[src/rtl/patram_arbiter_if.sv]
// rtl/patram_arbiter_if.sv - master-side and pattern_memory-side signals of patram_arbiter
interface patram_arbiter_if #(
  parameter int NUM_PORTS = 3,
  parameter int AW        = 16
);
  logic [NUM_PORTS-1:0]      req;
  logic [NUM_PORTS*AW-1:0]   addr;
  logic [NUM_PORTS-1:0]      write;
  logic [NUM_PORTS*4-1:0]    byte_enable;
  logic [NUM_PORTS*32-1:0]   wdata;
  logic [NUM_PORTS-1:0]      ack;
  logic [31:0]               rdata;
  logic                      mem_request;
  logic [AW-1:0]             mem_addr;
  logic                      mem_write;
  logic [3:0]                mem_byte_enable;
  logic [31:0]               mem_wdata;
  logic [31:0]               mem_rdata;
  logic                      mem_ack;
  logic [2:0]                grant_id;
  logic                      err_timeout;
  logic                      err_clear;

  modport slave (
    input  req, addr, write, byte_enable, wdata, mem_rdata, mem_ack, err_clear,
    output ack, rdata, mem_request, mem_addr, mem_write, mem_byte_enable, mem_wdata,
           grant_id, err_timeout
  );

  modport master (
    output req, addr, write, byte_enable, wdata, mem_rdata, mem_ack, err_clear,
    input  ack, rdata, mem_request, mem_addr, mem_write, mem_byte_enable, mem_wdata,
           grant_id, err_timeout
  );
endinterface

[src/rtl/patram_arbiter.sv]
// rtl/patram_arbiter.sv - round-robin arbiter sharing pattern_memory between NUM_PORTS masters
// Define PATRAM_ARB_PRIO_EN to give port 0 fixed priority over the rotating ports 1..NUM_PORTS-1.
module patram_arbiter #(
  parameter int NUM_PORTS = 3,
  parameter int AW        = 16,
  parameter int TIMEOUT   = 15
) (
  input logic             clock,
  input logic             reset_n,
  patram_arbiter_if.slave bus
);
  typedef enum logic [1:0] {S_IDLE, S_WAIT, S_DONE} state_t;

  state_t               state;
  logic [7:0]           wdog;
  logic [7:0]           req_ext;
  logic [2:0]           cand;
  logic [2:0]           winner;
  logic                 found;
  logic [AW-1:0]        sel_addr;
  logic                 sel_write;
  logic [3:0]           sel_be;
  logic [31:0]          sel_wdata;
  logic [NUM_PORTS-1:0] ack_onehot;
  logic                 timeout_hit;

  assign req_ext     = 8'(bus.req);
  assign timeout_hit = (wdog == 8'(TIMEOUT));

  // Search starts just after the last grant so every requester is reached within NUM_PORTS grants.
  always_comb begin
    found  = 1'b0;
    winner = '0;
    cand   = '0;
`ifdef PATRAM_ARB_PRIO_EN
    if (req_ext[0]) begin
      found = 1'b1;
    end
`endif
    for (int k = 1; k <= NUM_PORTS; k++) begin
      cand = 3'((int'(bus.grant_id) + k) % NUM_PORTS);
`ifdef PATRAM_ARB_PRIO_EN
      if (!found && cand != 3'd0 && req_ext[cand]) begin
`else
      if (!found && req_ext[cand]) begin
`endif
        found  = 1'b1;
        winner = cand;
      end
    end
  end

  always_comb begin
    sel_addr   = '0;
    sel_write  = 1'b0;
    sel_be     = '0;
    sel_wdata  = '0;
    ack_onehot = '0;
    for (int i = 0; i < NUM_PORTS; i++) begin
      if (winner == 3'(i)) begin
        sel_addr  = bus.addr[i*AW +: AW];
        sel_write = bus.write[i];
        sel_be    = bus.byte_enable[i*4 +: 4];
        sel_wdata = bus.wdata[i*32 +: 32];
      end
      ack_onehot[i] = (bus.grant_id == 3'(i));
    end
  end

  always_ff @(posedge clock) begin
    if (!reset_n) begin
      state               <= S_IDLE;
      wdog                <= '0;
      bus.ack             <= '0;
      bus.rdata           <= '0;
      bus.mem_request     <= 1'b0;
      bus.mem_addr        <= '0;
      bus.mem_write       <= 1'b0;
      bus.mem_byte_enable <= '0;
      bus.mem_wdata       <= '0;
      bus.grant_id        <= 3'(NUM_PORTS - 1);
      bus.err_timeout     <= 1'b0;
    end else begin
      // A timeout later in this block overrides the clear.
      if (bus.err_clear) begin
        bus.err_timeout <= 1'b0;
      end
      case (state)
        S_IDLE: begin
          if (found) begin
            bus.mem_addr        <= sel_addr;
            bus.mem_write       <= sel_write;
            bus.mem_byte_enable <= sel_be;
            bus.mem_wdata       <= sel_wdata;
            bus.grant_id        <= winner;
            bus.mem_request     <= 1'b1;
            wdog                <= '0;
            state               <= S_WAIT;
          end
        end
        S_WAIT: begin
          bus.mem_request <= 1'b0;
          wdog            <= wdog + 8'd1;
          if (bus.mem_ack) begin
            bus.rdata <= bus.mem_rdata;
            bus.ack   <= ack_onehot;
            state     <= S_DONE;
          end else if (timeout_hit) begin
            bus.rdata       <= 32'hDEADBEEF;
            bus.ack         <= ack_onehot;
            bus.err_timeout <= 1'b1;
            state           <= S_DONE;
          end
        end
        S_DONE: begin
          bus.ack <= '0;
          state   <= S_IDLE;
        end
        default: state <= S_IDLE;
      endcase
    end
  end
endmodule
[src/flat_wrapper.sv]
// flat-port wrapper written by rule: the top's interface ports become plain ports
module patram_arbiter_flat 
#(
  parameter int NUM_PORTS = 3,
  parameter int AW        = 16,
  parameter int TIMEOUT   = 15
)
  (clock, reset_n, bus_req, bus_addr, bus_write, bus_byte_enable, bus_wdata, bus_mem_rdata, bus_mem_ack, bus_err_clear, bus_ack, bus_rdata, bus_mem_request, bus_mem_addr, bus_mem_write, bus_mem_byte_enable, bus_mem_wdata, bus_grant_id, bus_err_timeout);
  patram_arbiter_if #(.NUM_PORTS(NUM_PORTS), .AW(AW)) bus_i ();
  input logic clock;
  input logic reset_n;
  input wire logic [$bits(bus_i.req)-1:0] bus_req;
  input wire logic [$bits(bus_i.addr)-1:0] bus_addr;
  input wire logic [$bits(bus_i.write)-1:0] bus_write;
  input wire logic [$bits(bus_i.byte_enable)-1:0] bus_byte_enable;
  input wire logic [$bits(bus_i.wdata)-1:0] bus_wdata;
  input wire logic [$bits(bus_i.mem_rdata)-1:0] bus_mem_rdata;
  input wire logic [$bits(bus_i.mem_ack)-1:0] bus_mem_ack;
  input wire logic [$bits(bus_i.err_clear)-1:0] bus_err_clear;
  output wire logic [$bits(bus_i.ack)-1:0] bus_ack;
  output wire logic [$bits(bus_i.rdata)-1:0] bus_rdata;
  output wire logic [$bits(bus_i.mem_request)-1:0] bus_mem_request;
  output wire logic [$bits(bus_i.mem_addr)-1:0] bus_mem_addr;
  output wire logic [$bits(bus_i.mem_write)-1:0] bus_mem_write;
  output wire logic [$bits(bus_i.mem_byte_enable)-1:0] bus_mem_byte_enable;
  output wire logic [$bits(bus_i.mem_wdata)-1:0] bus_mem_wdata;
  output wire logic [$bits(bus_i.grant_id)-1:0] bus_grant_id;
  output wire logic [$bits(bus_i.err_timeout)-1:0] bus_err_timeout;
  assign bus_i.req = bus_req;
  assign bus_i.addr = bus_addr;
  assign bus_i.write = bus_write;
  assign bus_i.byte_enable = bus_byte_enable;
  assign bus_i.wdata = bus_wdata;
  assign bus_i.mem_rdata = bus_mem_rdata;
  assign bus_i.mem_ack = bus_mem_ack;
  assign bus_i.err_clear = bus_err_clear;
  assign bus_ack = bus_i.ack;
  assign bus_rdata = bus_i.rdata;
  assign bus_mem_request = bus_i.mem_request;
  assign bus_mem_addr = bus_i.mem_addr;
  assign bus_mem_write = bus_i.mem_write;
  assign bus_mem_byte_enable = bus_i.mem_byte_enable;
  assign bus_mem_wdata = bus_i.mem_wdata;
  assign bus_grant_id = bus_i.grant_id;
  assign bus_err_timeout = bus_i.err_timeout;
  patram_arbiter #(.NUM_PORTS(NUM_PORTS), .AW(AW), .TIMEOUT(TIMEOUT)) u_core (.clock(clock), .reset_n(reset_n), .bus(bus_i));
endmodule
[config.mk]
export PLATFORM = sky130hd
export DESIGN_NAME = patram_arbiter_flat
export DESIGN_NICKNAME = d
export VERILOG_FILES = /design/src/rtl/patram_arbiter_if.sv /design/src/rtl/patram_arbiter.sv /design/src/flat_wrapper.sv
export SDC_FILE = /design/constraint.sdc
export NUM_CORES = 1
export LEC_CHECK = 0
export ABC_AREA = 0
export BUFFER_PORTS_ARGS = -buffer_cell sky130_fd_sc_hd__buf_2
export CELL_PAD_IN_SITES_DETAIL_PLACEMENT = 1
export CELL_PAD_IN_SITES_GLOBAL_PLACEMENT = 1
export CORE_MARGIN = 1.5
export CORE_UTILIZATION = 33
export CTS_CLUSTER_SIZE = 14
export DETAILED_ROUTE_END_ITERATION = 12
export PLACE_DENSITY = 0.81
export SLEW_MARGIN = 10
export SYNTH_ARGS = -nofsm -noshare
export SYNTH_HDL_FRONTEND = slang
export SYNTH_SLANG_ARGS = --single-unit
[constraint.sdc]
create_clock -name clock -period 5.1 [get_ports clock]
set_input_delay 1.02 -clock clock [delete_from_list [all_inputs] [get_ports clock]]
set_output_delay 1.02 -clock clock [all_outputs]
set_load 0.02 [all_outputs]
Word level (Yosys, flattened, before mapping)

Cells that the tools add are included.
Widths: inputs -> output; s select.

Flip-flop bits (word level): 103
Bits in latches: 0
Bits in writable memories: 0
Bits in read-only memories: 0
Bits of input ports: 198
Word-level logic and storage cells: 86
Memories kept: 0

Add/sub/neg operators: 4
Multipliers: 0
Divide/modulo/power cells: 3
Order comparisons: 3
Eq/ne operators: 9
Shifts and indexed selects: 0
Multiplexer cells: 41
Bitwise logic cells: 0
Reduce and logical (&&, ||, !) cells: 15

Operators with widths:

| operator              | number |
|---|---|
| $mux 32               | 5 |
| $mod 32x3->32 const B | 3 |
| $mux 16               | 3 |
| $pmux 8 s2            | 1 |
| $mux 3                | 5 |
| $mux 1                | 14 |
| $lt 3x4->1 const B    | 3 |
| $mux 4                | 3 |
| $reduce_and 2->1      | 5 |
| $bmux 1 s3            | 3 |
| $add 3x2->4 const B   | 2 |
| $add 8x1->8 const B   | 1 |
| $eq 8x4->1 const B    | 1 |
| $mux 8                | 1 |
| $eq 3x1->1 const B    | 2 |
| $eq 3x2->1 const B    | 2 |
| $logic_not 3->1       | 2 |
| $mux 2                | 3 |
| $pmux 3 s2            | 1 |
| $reduce_bool 2->1     | 3 |
| $add 3x1->4 const B   | 1 |
| $pmux 2 s2            | 1 |
| $ne 3x2->1 const B    | 1 |
| $eq 2x1->1 const B    | 1 |
| other kinds (6)       | 8 |

Logic depth before layout (Yosys ltp)

Depth in word-level cells: 15
Mapped depth: 22
Mapped depth without buffers: 19

Worst setup path before layout

No wires, ideal clock.

Kind: register to register
From: reg u_core.bus.grant_id[1] (netlist name)
To: reg u_core.bus.mem_addr[0]
Data arrival time: 4315 ps
Path slack: 652 ps
Cell stages (with the launch flop): 20
Period minus slack after synthesis: 4448 ps
Path through: dfxtp_1 inv_1 ha_1 clkbuf_1 inv_1 ha_1 ha_1 a21oi_1 nand2_1 xnor2_1 ha_1 mux2i_1 nor2_1 a31oi_1 a21oi_1 mux2_2 o41a_2 nand3_2 buf_2 o221ai_1

Longest elaborated chain between the ends: 15

Ends and longest elaborated chain:

| item                         | line                    | text |
|---|---|---|
| start, declared              | patram_arbiter_if.sv:27 | `grant_id, err_timeout` |
| start signal, assigned       | patram_arbiter.sv:81    | `bus.grant_id <= 3'(NUM_PORTS - 1);` |
| start signal, assigned       | patram_arbiter.sv:95    | `bus.grant_id <= winner;` |
| $add 3x1->4                  | patram_arbiter.sv:41    | `cand = 3'((int'(bus.grant_id) + k) % NUM_PORTS);` |
| $mod 32x3->32                | patram_arbiter.sv:41    |  |
| $bmux 1 s3                   | patram_arbiter.sv:45    | `if (!found && req_ext[cand]) begin` |
| $mux 1 (implied by the code) | patram_arbiter.sv:45    |  |
| $mux 1                       | patram_arbiter.sv:45    |  |
| $logic_not 1->1              | patram_arbiter.sv:45    |  |
| $logic_and 1x1->1            | patram_arbiter.sv:45    |  |
| $mux 1                       | patram_arbiter.sv:45    |  |
| $logic_not 1->1              | patram_arbiter.sv:45    |  |
| $logic_and 1x1->1            | patram_arbiter.sv:45    |  |
| $mux 3                       | patram_arbiter.sv:45    |  |
| $logic_not 3->1              | patram_arbiter.sv:60    | `if (winner == 3'(i)) begin` |
| $mux 16 (3 in a row)         | patram_arbiter.sv:60    |  |
| end signal, assigned         | patram_arbiter.sv:91    | `bus.mem_addr <= sel_addr;` |
| end, declared                | patram_arbiter_if.sv:26 | `output ack, rdata, mem_request, mem_addr, mem_write, mem_byte_enable, mem_wdata,` |

Parallel ways exist; a longest one is shown, timed or not. The select of a mux whose other input is x is not followed.
A chain may end at the register's enable or synchronous reset.

Final worst setup path

From: reg u_core.bus.grant_id[1] (netlist name)
To: reg u_core.bus.mem_wdata[20]

Longest elaborated chain between the ends: 15

Ends and longest elaborated chain:

| item                         | line                    | text |
|---|---|---|
| $add 3x1->4                  | patram_arbiter.sv:41    |  |
| $mod 32x3->32                | patram_arbiter.sv:41    |  |
| $bmux 1 s3                   | patram_arbiter.sv:45    |  |
| $mux 1 (implied by the code) | patram_arbiter.sv:45    |  |
| $mux 1                       | patram_arbiter.sv:45    |  |
| $logic_not 1->1              | patram_arbiter.sv:45    |  |
| $logic_and 1x1->1            | patram_arbiter.sv:45    |  |
| $mux 1                       | patram_arbiter.sv:45    |  |
| $logic_not 1->1              | patram_arbiter.sv:45    |  |
| $logic_and 1x1->1            | patram_arbiter.sv:45    |  |
| $mux 3                       | patram_arbiter.sv:45    |  |
| $logic_not 3->1              | patram_arbiter.sv:60    |  |
| $mux 32 (3 in a row)         | patram_arbiter.sv:60    |  |
| end signal, assigned         | patram_arbiter.sv:94    | `bus.mem_wdata <= sel_wdata;` |
| end, declared                | patram_arbiter_if.sv:26 |  |

Parallel ways exist; a longest one is shown, timed or not. The select of a mux whose other input is x is not followed.

==> impl_metrics.tcl <==
set metrics [dict create \
    status "completed" \
    crit_top_cell "ha_1" \
    critPathTopFamily "compound AO/OA/AOI/OAI gates" \
    end_kind "flop" \
    cts_resized 0 \
    clock-root-buffer "clkbuf_16" \
    p_leak_nw 3.95 \
    r2r_slack_ps 320 \
    slowest_delay_ps 420 \
    dr.pass1.iters 6 \
    yosys_warnings 0 \
    yosys-top-cells-area "dfxtp_1 (36%), mux2i_1 (9.9%), o221ai_1 (8.0%)" \
    synthDominantCellAreaShare_pct 35.6 \
    finalHoldViolCount 0 \
    drive_gt1_share_pct 40.0 \
    ys_ff_latch 103 \
    clkLatencyLatePin_ps 360 \
    syn-mean-instance-area_um2 9.16 \
    peakVddDrop_uv 555 \
    hp-start "u_core.bus.mem_byte_enable[1]$_SDFFE_PN0P_" \
    syn_inst 632 \
    antenna_left 0 \
    final_core_util_pct 44.8 \
    gp_congestion 0.858 \
    synth_enable_flop_cells 0 \
    ios 291 \
    die_w_um 135 \
    overflow 0 \
    num_rows 48 \
    start_kind "flop" \
    clock_sinks 103 \
    path_clk_slew_ps 80 \
    r2r-end "u_core.bus.mem_wdata[20]$_SDFFE_PN0P_" \
    hold_path.class "flop to flop" \
    routed_wl_um 20400 \
    vias 5796 \
    grt_start_max_net_pins 55 \
    finalMaxSlewViolations 0 \
    pwr_density_cell_nw_per_um2 695 \
    worstSetupStartpoint "u_core.bus.grant_id[1]$_SDFFE_PN1P_" \
    dp_slack_ps 154 \
    antenna_found_initial 1 \
    final_nets 1127 \
    post-dp-hpwl_um 15700 \
    regArea_um2 2060 \
    hold_ws_ps 460 \
    grt_usage_pct 21.5 \
    syn_area_um2 5790 \
    arrival_ps 5040 \
    finalClockSkew_ps 11.9 \
    vias_per_cell 5.11 \
    worst-path-buf-inv 1 \
    core_area_um2 17200 \
    worstPathRequired_ps 5360 \
    fin_crit_ps 4780 \
    fin_crit_sh_pct 93.8 \
    h-tree-depth 3 \
    synth_most_common_cell "dfxtp_1" \
    portBuffers 290 \
    yosys.area.top_type "dfxtp_1" \
    floorplan.initialDensity_pct 33.6 \
    endpoint "u_core.bus.mem_wdata[20]$_SDFFE_PN0P_" \
    route.detailed.drc 0 \
    multi_input_area_um2 3230 \
    grt_pass1_vias 5885 \
    clock.fmax_mhz 209 \
    holdBufCountCts 0 \
    tritoncts "built" \
    cts.path.max_buffers 2 \
    synth_ff_type "dfxtp_1" \
    layout_setup_ws_ps 317 \
    setup_viol 0 \
    post_cts.repair.setup_buffers 0 \
    worst_pin_slew_ps 945 \
    yosysUniqueCellTypes 65 \
    yosys-top-cells-count "dfxtp_1 (103), nand2_1 (81), inv_1 (70), mux2i_1 (57), o221ai_1 (53)" \
    syn-num-nets 856 \
    r2r-start "u_core.bus.grant_id[1]$_SDFFE_PN1P_" \
    fillCellCount 2094 \
    worst-r2r-cell-count 17 \
    slew_headroom_pct 37.0 \
    area_growth_pct 33.3 \
    numCtsBuffers 9 \
    wire_per_inst_um 17.9 \
    cp.depth 17 \
    worstPathCellList "ha_1, xnor2_1, nor2_1, ha_1, ha_1, a21oi_1, a211oi_2, ha_1, mux2i_1, o22ai_1, nand2_1, mux2i_2, o22ai_2, mux2_2, nand3b_4, buf_12, o221ai_1" \
    critPathMaxFanout 31 \
    tns_ps 0 \
    critPathKind "flop to flop" \
    die_area_um2 18300 \
    cap_violations 0 \
    cpMaxStageDelayCell "mux2_2" \
    ys_async_sr_fraction_pct 0 \
    drt_iter0_markers 195 \
    grt_pass1_wl_um 30800 \
    yosysSeqAreaShare_pct 35.6 \
    die_h_um 135 \
    rsz0062_at_grt "no" \
]
[cell type report]
class / instances / share of cell area [%]
Antenna cell: 1 / 0.0324
Clock buffer: 9 / 2.92
Clock inverter: 7 / 1.12
Inverter: 70 / 3.40
Multi-Input combinational cell: 419 / 41.9
Sequential cell: 103 / 26.7
Tap cell: 225 / 3.65
Timing Repair Buffer: 300 / 20.3
[registers in the layout, summed over array words and instances (netlist names)]
name / flops
u_core.bus.mem_wdata: 32
u_core.bus.grant_id: 3
u_core.bus.mem_request: 1
u_core.bus.mem_addr: 16
u_core.bus.mem_write: 1
u_core.state: 2
u_core.bus.rdata: 32
u_core.bus.err_timeout: 1
u_core.wdog: 8
u_core.bus.ack: 3
u_core.bus.mem_byte_enable: 4
[power breakdown]
part	internal [mW]	switching, mW	total, mW	leakage, nW
Sequential	1.03	0.113	1.14	0.844
Clock	0.353	0.367	0.720	0.151
Combinational	1.44	2.07	3.50	2.96
Total	2.82	2.55	5.36	3.95
[per-stage QoR]
step,power [mW],cell area [um^2],std cells
after global placement,4.59,7400,1117
after CTS,5.41,7710,1133
final,5.36,7720,1134
after floorplan,3.92,5790,632
after global routing,5.73,7720,1134
after detailed placement,4.68,7400,1117
[placed cells by master (no fill, tap or decap), types with 3 or more instances in the layout]
master     instances
a211oi_1           3
a21oi_1           10
a22oi_1            9
a31oi_1            4
and2_1             7
and3_1             3
buf_12             3
buf_2            290
buf_4              7
clkbuf_16          9
clkinv_8           3
dfxtp_1          102
ha_1              26
inv_1             70
mux2_2             3
mux2i_1           56
nand2_1           81
nand2b_1           3
nand3_1           10
nand3b_1           4
nor2_1            20
nor2b_1           17
o211ai_1           9
o21a_1             4
o21ai_0           12
o221a_2           24
o221ai_1          53
o22ai_1            3
xnor2_1            6
xor2_1             6
[logic make-up after synthesis]
kind of cell / synth area share (%)
simple gates: 14.1
compound gates: 22.7
buf+inv: 8.75
flops: 35.6
mux: 11.5
fa+ha+maj: 5.62
xor+xnor: 1.82
[metal layers]
| metal | GRT usage, % | wire length (um) | up-vias |
|---|---|---|---|
| met3 | 4.30 | 895 | 30 |
| met2 | 38.2 | 10600 | 160 |
| met1 | 25.9 | 8480 | 2779 |
| met4 | 7.11 | 372 | 0 |
| li1 | - | - | 2827 |
| met5 | 0 | 0 | - |
[worst min path at each step]
stage / slack [ps] / depth (start not counted) / endpoint
after floorplan: 470 / 2 / u_core.wdog[0]$_SDFFE_PN0P_
after global placement: 440 / 2 / u_core.bus.mem_addr[0]$_SDFFE_PN0P_
after detailed placement: 450 / 2 / u_core.bus.mem_wdata[21]$_SDFFE_PN0P_
after CTS: 470 / 2 / u_core.bus.mem_byte_enable[1]$_SDFFE_PN0P_
after global routing: 490 / 2 / u_core.bus.mem_wdata[1]$_SDFFE_PN0P_
final: 460 / 2 / u_core.bus.mem_byte_enable[1]$_SDFFE_PN0P_
[worst reg2reg max path, stage by stage, from the launching register on]
cell,delay (ps)
dfxtp_2,380
ha_1,230
xnor2_1,300
nor2_1,120
ha_1,250
ha_1,280
a21oi_1,330
a211oi_2,160
ha_1,390
mux2i_1,210
o22ai_1,110
nand2_1,120
mux2i_2,130
o22ai_2,380
mux2_2,420
nand3b_4,370
buf_12,310
o221ai_1,200
No activity file was read; power rests on OpenSTA's default activity.
